## src/rtl/mmio_uart_tx_pkg.sv

```systemverilog
// mmio_uart_tx_pkg: shared constants for the memory-mapped UART transmitter.
// Holds the register byte offsets inside the 16-byte window, the STATUS/CTRL
// bit positions, the TX state encoding and the reset bit-period divisor.
package mmio_uart_tx_pkg;

  // Register byte offsets (bus_addr[3:0] with the two low bits cleared)
  localparam logic [3:0] OFF_TXDATA = 4'h0;
  localparam logic [3:0] OFF_STATUS = 4'h4;
  localparam logic [3:0] OFF_DIV    = 4'h8;
  localparam logic [3:0] OFF_CTRL   = 4'hC;

  // STATUS bit positions
  localparam int ST_FULL    = 0;
  localparam int ST_EMPTY   = 1;
  localparam int ST_BUSY    = 2;
  localparam int ST_OVF     = 3;
  localparam int ST_CNT_LSB = 4;

  // CTRL bit positions
  localparam int CTRL_EN     = 0;
  localparam int CTRL_IRQ_EN = 1;

  localparam logic [15:0] DEFAULT_DIV_C = 16'd868;

  typedef enum logic [1:0] {
    S_IDLE  = 2'd0,
    S_START = 2'd1,
    S_DATA  = 2'd2,
    S_STOP  = 2'd3
  } tx_state_t;

endpackage

```

## src/rtl/mmio_uart_tx_if.sv

```systemverilog
// mmio_uart_tx_if: CPU load/store bus seen by a memory-mapped responder.
//   bus_re    - read strobe
//   bus_we    - byte-lane write enables
//   bus_addr  - byte address
//   bus_wdata - write data
//   bus_rdata - read data, combinational, 0 when the responder is not selected
interface mmio_uart_tx_if;
  logic        bus_re;
  logic [3:0]  bus_we;
  logic [31:0] bus_addr;
  logic [31:0] bus_wdata;
  logic [31:0] bus_rdata;

  modport master (output bus_re, bus_we, bus_addr, bus_wdata, input bus_rdata);
  modport slave  (input bus_re, bus_we, bus_addr, bus_wdata, output bus_rdata);
endinterface

```

## src/rtl/mmio_uart_tx_fifo.sv

```systemverilog
// uart_tx_fifo: synchronous FIFO for the UART transmit path.
//   clk, rst_n  - clock, asynchronous active-low reset (pointers/count only)
//   push, din   - write request and data; ignored when full unless popping
//   pop, dout   - read request; dout is the current head (show-ahead)
//   full, empty - occupancy flags
//   count       - number of stored entries
// A push and pop in the same cycle both take effect, even when full.
module uart_tx_fifo #(
  parameter int DEPTH  = 4,
  parameter int DATA_W = 8
) (
  input  logic                     clk,
  input  logic                     rst_n,
  input  logic                     push,
  input  logic [DATA_W-1:0]        din,
  input  logic                     pop,
  output logic [DATA_W-1:0]        dout,
  output logic                     full,
  output logic                     empty,
  output logic [$clog2(DEPTH):0]   count
);
  localparam int AW = $clog2(DEPTH);

  logic [DATA_W-1:0] mem [DEPTH];
  logic [AW-1:0]     wr_ptr;
  logic [AW-1:0]     rd_ptr;
  logic [AW:0]       cnt;
  logic              do_push;
  logic              do_pop;

  assign full    = (cnt == (AW+1)'(DEPTH));
  assign empty   = (cnt == '0);
  assign count   = cnt;
  assign dout    = mem[rd_ptr];
  assign do_pop  = pop && !empty;
  // When full, the simultaneous pop frees the slot being written.
  assign do_push = push && (!full || pop);

  always_ff @(posedge clk) begin
    if (do_push) mem[wr_ptr] <= din;
  end

  always_ff @(posedge clk or negedge rst_n) begin
    if (!rst_n) begin
      wr_ptr <= '0;
      rd_ptr <= '0;
      cnt    <= '0;
    end else begin
      if (do_push) wr_ptr <= wr_ptr + AW'(1);
      if (do_pop)  rd_ptr <= rd_ptr + AW'(1);
      case ({do_push, do_pop})
        2'b10:   cnt <= cnt + (AW+1)'(1);
        2'b01:   cnt <= cnt - (AW+1)'(1);
        default: cnt <= cnt;
      endcase
    end
  end

endmodule

```

## src/rtl/mmio_uart_tx.sv

```systemverilog
// mmio_uart_tx: memory-mapped 8N1 UART transmitter with a small TX FIFO.
//   clk, rst_n - clock, asynchronous active-low reset
//   bus        - load/store responder port (mmio_uart_tx_if.slave)
//   uart_tx    - serial output, idle high
//   irq        - registered TX-done level interrupt
// Registers: 0x0 TXDATA (push), 0x4 STATUS, 0x8 DIV, 0xC CTRL.
module mmio_uart_tx
  import mmio_uart_tx_pkg::*;
#(
  parameter logic [31:0] BASE_ADDR   = 32'h1000_0000,
  parameter int          FIFO_DEPTH  = 4,
  parameter logic [15:0] DEFAULT_DIV = DEFAULT_DIV_C
) (
  input  logic           clk,
  input  logic           rst_n,
  mmio_uart_tx_if.slave  bus,
  output logic           uart_tx,
  output logic           irq
);
  localparam int CW = $clog2(FIFO_DEPTH) + 1;

  logic          sel;
  logic [3:0]    off;
  logic          push;
  logic          pop;
  logic [7:0]    fifo_head;
  logic          full;
  logic          empty;
  logic [CW-1:0] count;
  logic [31:0]   rdata_c;

  logic [15:0]   div_q;
  logic [15:0]   div_eff;
  logic          en_q;
  logic          irq_en_q;
  logic          ovf_q;

  tx_state_t     state;
  tx_state_t     nxt;
  logic [15:0]   cnt_q;
  logic [2:0]    bit_idx_q;
  logic [7:0]    shreg_q;
  logic [15:0]   act_div_q;
  logic          baud_last;
  logic          busy;

  logic          unused_bits;
  assign unused_bits = ^{bus.bus_addr[1:0], bus.bus_wdata[31:16], bus.bus_we[3:2]};

  assign sel     = (bus.bus_addr[31:4] == BASE_ADDR[31:4]);
  assign off     = {bus.bus_addr[3:2], 2'b00};
  assign push    = sel && (off == OFF_TXDATA) && bus.bus_we[0];
  assign busy    = (state != S_IDLE);
  assign div_eff = (div_q == 16'd0) ? 16'd1 : div_q;
  assign baud_last = (cnt_q == act_div_q - 16'd1);

  uart_tx_fifo #(
    .DEPTH  (FIFO_DEPTH),
    .DATA_W (8)
  ) u_fifo (
    .clk   (clk),
    .rst_n (rst_n),
    .push  (push),
    .din   (bus.bus_wdata[7:0]),
    .pop   (pop),
    .dout  (fifo_head),
    .full  (full),
    .empty (empty),
    .count (count)
  );

  // Read mux returns zero when unselected so responders can be OR-combined.
  always_comb begin
    rdata_c = '0;
    if (sel && bus.bus_re) begin
      case (off)
        OFF_STATUS: begin
          rdata_c[ST_FULL]            = full;
          rdata_c[ST_EMPTY]           = empty;
          rdata_c[ST_BUSY]            = busy;
          rdata_c[ST_OVF]             = ovf_q;
          rdata_c[ST_CNT_LSB +: 4]    = 4'(count);
        end
        OFF_DIV:  rdata_c[15:0] = div_q;
        OFF_CTRL: begin
          rdata_c[CTRL_EN]     = en_q;
          rdata_c[CTRL_IRQ_EN] = irq_en_q;
        end
        default:  rdata_c = '0;
      endcase
    end
  end
  assign bus.bus_rdata = rdata_c;

  always_ff @(posedge clk or negedge rst_n) begin
    if (!rst_n) begin
      div_q    <= DEFAULT_DIV;
      en_q     <= 1'b0;
      irq_en_q <= 1'b0;
      ovf_q    <= 1'b0;
      irq      <= 1'b0;
    end else begin
      if (sel && off == OFF_DIV) begin
        if (bus.bus_we[0]) div_q[7:0]  <= bus.bus_wdata[7:0];
        if (bus.bus_we[1]) div_q[15:8] <= bus.bus_wdata[15:8];
      end
      if (sel && off == OFF_CTRL && bus.bus_we[0]) begin
        en_q     <= bus.bus_wdata[CTRL_EN];
        irq_en_q <= bus.bus_wdata[CTRL_IRQ_EN];
      end
      // A dropped push outranks a same-cycle software clear.
      if (push && full && !pop)
        ovf_q <= 1'b1;
      else if (sel && off == OFF_STATUS && bus.bus_we[0] && bus.bus_wdata[ST_OVF])
        ovf_q <= 1'b0;
      irq <= irq_en_q && empty && !busy;
    end
  end

  // TX FSM: the head is popped on entry to START, from IDLE or straight from STOP.
  always_comb begin
    nxt = state;
    pop = 1'b0;
    case (state)
      S_IDLE: begin
        if (en_q && !empty) begin
          pop = 1'b1;
          nxt = S_START;
        end
      end
      S_START: if (baud_last) nxt = S_DATA;
      S_DATA:  if (baud_last && bit_idx_q == 3'd7) nxt = S_STOP;
      S_STOP: begin
        if (baud_last) begin
          if (en_q && !empty) begin
            pop = 1'b1;
            nxt = S_START;
          end else begin
            nxt = S_IDLE;
          end
        end
      end
      default: nxt = S_IDLE;
    endcase
  end

  always_ff @(posedge clk or negedge rst_n) begin
    if (!rst_n) begin
      state     <= S_IDLE;
      cnt_q     <= '0;
      bit_idx_q <= '0;
    end else begin
      state <= nxt;
      if (pop || state == S_IDLE) begin
        cnt_q     <= '0;
        bit_idx_q <= '0;
      end else if (baud_last) begin
        cnt_q <= '0;
        if (state == S_DATA) bit_idx_q <= bit_idx_q + 3'd1;
      end else begin
        cnt_q <= cnt_q + 16'd1;
      end
    end
  end

  // The divisor is latched per frame so DIV writes only affect later frames.
  always_ff @(posedge clk) begin
    if (pop) begin
      shreg_q   <= fifo_head;
      act_div_q <= div_eff;
    end else if (state == S_DATA && baud_last) begin
      shreg_q   <= shreg_q >> 1;
    end
  end

  // Driven straight from state so reset forces the line high immediately.
  always_comb begin
    case (state)
      S_START: uart_tx = 1'b0;
      S_DATA:  uart_tx = shreg_q[0];
      default: uart_tx = 1'b1;
    endcase
  end

endmodule

```

## src/flat_wrapper.sv

```systemverilog
// flat-port wrapper written by rule: the top's interface ports become plain ports
module mmio_uart_tx_flat import mmio_uart_tx_pkg::*;
#(
  parameter logic [31:0] BASE_ADDR   = 32'h1000_0000,
  parameter int          FIFO_DEPTH  = 4,
  parameter logic [15:0] DEFAULT_DIV = DEFAULT_DIV_C
)
  (clk, rst_n, uart_tx, irq, bus_bus_re, bus_bus_we, bus_bus_addr, bus_bus_wdata, bus_bus_rdata);
  mmio_uart_tx_if bus_i ();
  input  logic clk;
  input  logic rst_n;
  output logic uart_tx;
  output logic irq;
  input wire logic [$bits(bus_i.bus_re)-1:0] bus_bus_re;
  input wire logic [$bits(bus_i.bus_we)-1:0] bus_bus_we;
  input wire logic [$bits(bus_i.bus_addr)-1:0] bus_bus_addr;
  input wire logic [$bits(bus_i.bus_wdata)-1:0] bus_bus_wdata;
  output wire logic [$bits(bus_i.bus_rdata)-1:0] bus_bus_rdata;
  assign bus_i.bus_re = bus_bus_re;
  assign bus_i.bus_we = bus_bus_we;
  assign bus_i.bus_addr = bus_bus_addr;
  assign bus_i.bus_wdata = bus_bus_wdata;
  assign bus_bus_rdata = bus_i.bus_rdata;
  mmio_uart_tx #(.BASE_ADDR(BASE_ADDR), .FIFO_DEPTH(FIFO_DEPTH), .DEFAULT_DIV(DEFAULT_DIV)) u_core (.clk(clk), .rst_n(rst_n), .bus(bus_i), .uart_tx(uart_tx), .irq(irq));
endmodule
```

## config.mk

```make
export PLATFORM = sky130hd
export DESIGN_NAME = mmio_uart_tx_flat
export DESIGN_NICKNAME = d
export VERILOG_FILES = /design/src/rtl/mmio_uart_tx_pkg.sv /design/src/rtl/mmio_uart_tx_if.sv /design/src/rtl/mmio_uart_tx_fifo.sv /design/src/rtl/mmio_uart_tx.sv /design/src/flat_wrapper.sv
export SDC_FILE = /design/constraint.sdc
export NUM_CORES = 1
export LEC_CHECK = 0
export CAP_MARGIN = 20
export CORE_ASPECT_RATIO = 1.2
export CORE_MARGIN = 3
export CORE_UTILIZATION = 34
export DETAILED_ROUTE_END_ITERATION = 6
export DONT_BUFFER_PORTS = 1
export PLACE_DENSITY = 0.56
export SETUP_SLACK_MARGIN = 0.05
export SYNTH_ARGS = -nofsm -noshare
export SYNTH_HDL_FRONTEND = slang
export SYNTH_SLANG_ARGS = --single-unit
export TNS_END_PERCENT = 20
```

## constraint.sdc

```tcl
create_clock -name clk -period 11 [get_ports clk]
set_input_delay 1.1 -clock clk [delete_from_list [all_inputs] [get_ports clk]]
set_output_delay 1.1 -clock clk [all_outputs]
set_load 0.01 [all_outputs]
```

==> flow_summary.json <==
{
  "clock_path_buffers": 2,
  "status": "finished, final reports clean",
  "drc": 0,
  "r2r_slack_ps": 6610,
  "ys_seq_elements": 104,
  "htreeDepth": 3,
  "initial_utilization_pct": 35.35,
  "r2r_start": "u_core.act_div_q[0]",
  "hold_viol": 0,
  "fin_nets": 512,
  "power_uw": 721.5,
  "drt-initial-drc-count": 139,
  "avgSynthCellArea_sq_um": 12.24,
  "area_growth_pct": 6.167,
  "synth-main-ff-cell": "edfxtp_1",
  "final_util_pct": 37.53,
  "worst-endpoint-required_ps": 11270,
  "gp_congestion": 0.8240,
  "slew_viol_final": 0,
  "syn_inst": 441,
  "cp-end-kind": "register",
  "rows": 49,
  "power_per_cell_area_nw_per_um2": 125.9,
  "ant_nets": 0,
  "place_hpwl_microns": 8225,
  "wl_met1_microns": 4523,
  "io_pins": 105,
  "vias": 3238,
  "cts-buffers-inserted": 9,
  "rsz0062_at_grt": "no",
  "clk-insertion-delay-late_ps": 340,
  "timing.final.ws_setup_ps": 6614,
  "firstDrtPassIters": 4,
  "synth_cell_type_count": 64,
  "fin_setup_tns_ps": 0,
  "most-common-layout-cells": "edfxtp_1, dfrtp_1, nor2_1",
  "worstPathArrival_ps": 4650,
  "finalCritPeriodShare_pct": 39.87,
  "max_cap_viol_count": 0,
  "layout_min_cycle_time_ps": 4386,
  "setup_violations": 0,
  "p_leak_nw": 2.034,
  "synth_top_cell_area_share_pct": 31.16,
  "synth_seq_area_share_pct": 53.54,
  "ir_drop_mv": 0.05387,
  "drive_above_1_share_pct": 15.22,
  "synth_edf_count": 56,
  "maxSlewHeadroom_pct": 52.65,
  "root_buffer": "clkbuf_16",
  "grt_pass1_wl_microns": 17560,
  "drt_wl_total_microns": 10870,
  "fin_worst_skew_ps": 8.771,
  "antenna_found_initial": 0,
  "core-area_sq_um": 15270,
  "crit_type": "register to register",
  "post_cts_buffers": 0,
  "viasPerCell": 5.132,
  "grt_pass1_vias": 3426,
  "gr-total-overflow": 0,
  "grt_max_degree": 49,
  "post_drt_wl_per_cell_microns": 17.22,
  "hold_path_class": "input port to asynchronous set/reset pin",
  "cp_max_fo": 14,
  "fillCellCount": 1476,
  "chipWidth_microns": 121.0,
  "fmax_mhz": 228.0,
  "pre_cts_ws_ps": 6595,
  "cts.repair.resized": 0,
  "async_reset_ff_share_pct": 46.15,
  "wl_met2_microns": 5544,
  "tritoncts": "done",
  "cts_hold_buffers": 0,
  "clock_sinks": 104,
  "die_area_sq_um": 17430,
  "tightest_slew_ps": 710.2,
  "synthesis.area_sq_um": 5396,
  "synth.area.top_cells": "edfxtp_1, dfrtp_1, mux2_2, ha_1, xor2_1",
  "synth_top_area_cell": "edfxtp_1",
  "die_height_microns": 144.0,
  "r2r_cells": 15,
  "clk_pin_slew_ps": 80,
  "io_buffers": 0,
  "routed-wl-met3_microns": 514,
  "top_layer_used": "met4",
  "n_antenna_cell": 0,
  "ys_warn_count": 0,
  "grt_usage_pct": 12.96,
  "r2r_end": "u_core.u_fifo.count[2]",
  "layout_commonest_cell": "edfxtp_1",
  "worstSetupStartpointType": "register"
}
## through the flow
stage,instance area [sq um],hold slack [ps],instances
6_report,5729,442.9,631
4_1_cts,5729,434.3,631
3_5_place_dp,5450,473.4,615
2_1_floorplan,5453,447.7,456
5_1_grt,5729,424.7,631
3_3_place_gp,5450,461.0,615
## worst max-delay path, cell delays in order (launching register included)
cell,delay [ps]
edfxtp_1,480
inv_1,100
ha_1,230
nor3b_1,480
o2111ai_1,230
a32oi_1,240
o2111ai_2,180
nor4_4,350
a21o_2,240
and2_1,590
ha_1,320
inv_1,70
fa_1,370
xor2_1,150
nor2_1,130
xor2_1,150
## registers in the layout (all words and copies together), names as in the netlist
name,cells
u_core.u_fifo.count,3
u_core.div_q,16
u_core.ovf_q,1
u_core.en_q,1
u_core.u_fifo.wr_ptr,2
u_core.irq,1
u_core.shreg_q,8
u_core.act_div_q,16
u_core.cnt_q,16
u_core.u_fifo.mem,32
u_core.state,2
u_core.u_fifo.rd_ptr,2
u_core.bit_idx_q,3
u_core.irq_en_q,1
## synth_stat cells (2+ instances only)
library cell	n
a21oi_1	2
and2_1	16
o211ai_1	2
a311oi_1	2
o311a_1	2
mux2_2	24
clkbuf_1	23
or2_2	2
xnor2_1	17
nor4_2	3
a211o_1	2
nand2_1	15
or4_1	2
dfstp_2	5
a22oi_1	6
o21ai_0	4
nor3_1	11
and3_1	10
edfxtp_1	56
nand4_1	3
mux4_2	8
buf_4	17
buf_1	2
nor2_1	37
nand2b_1	4
dfrtp_1	43
mux2i_1	3
mux2_4	3
or3_1	2
inv_1	18
nor4_1	9
xor2_1	22
a31oi_1	2
ha_1	18
nand3_1	16
nand3b_1	2
## how the worst max path moves through the flow
stage / cells after the start / slack, ps / from / to
detailed placement: 15 / 6590 / u_core.act_div_q[0] / u_core.u_fifo.count[2]
CTS: 15 / 6570 / u_core.act_div_q[0] / u_core.u_fifo.count[2]
global route: 15 / 6270 / u_core.act_div_q[0] / u_core.u_fifo.count[2]
floorplan: 17 / 7400 / u_core.act_div_q[0] / u_core.u_fifo.count[2]
finish: 15 / 6610 / u_core.act_div_q[0] / u_core.u_fifo.count[2]
global placement: 15 / 6700 / u_core.act_div_q[0] / u_core.u_fifo.count[2]
## metal layers
metal / up-vias / global-route usage [%]
met4: 0 / 4.952
met1: 1617 / 15.98
met3: 18 / 3.052
li1: 1509 / -
met2: 94 / 22.13
met5: - / 0
## where the power goes
part | switching [mW] | internal (mW) | total [mW] | leakage, nW
registers | 0.00000000358 | 0.409 | 0.409 | 1.10
logic | 0.00442 | 0.00131 | 0.00573 | 0.800
clock network | 0.149 | 0.158 | 0.307 | 0.138
## cells by family (layout without fill, tap and decap cells)
| group | Yosys count | in the layout | synth area share [%] |
|---|---|---|---|
| other | 1 | 16 | 0.06949 |
| AO/OA/AOI/OAI | 38 | 38 | 5.611 |
| adder cells (fa/ha/maj) | 19 | 19 | 4.544 |
| XOR/XNOR | 39 | 39 | 6.330 |
| AND/OR/NAND/NOR | 139 | 139 | 14.14 |
| multiplexers | 38 | 38 | 9.738 |
| flip-flops | 104 | 104 | 53.54 |
| buffers and inverters | 63 | 34 | 6.028 |
## cell type report
cell class | instances | area [sq um] | share of cell area (%)
clock buffers | 10 | 229.0 | 3.997
well taps | 204 | 255.2 | 4.455
flip-flops and latches | 104 | 2889 | 50.43
multi-input cells | 289 | 2238 | 39.07
clock inverters | 6 | 50.05 | 0.8736
inverters | 18 | 67.56 | 1.179
Note: power is estimated with default switching activity, not from simulation.
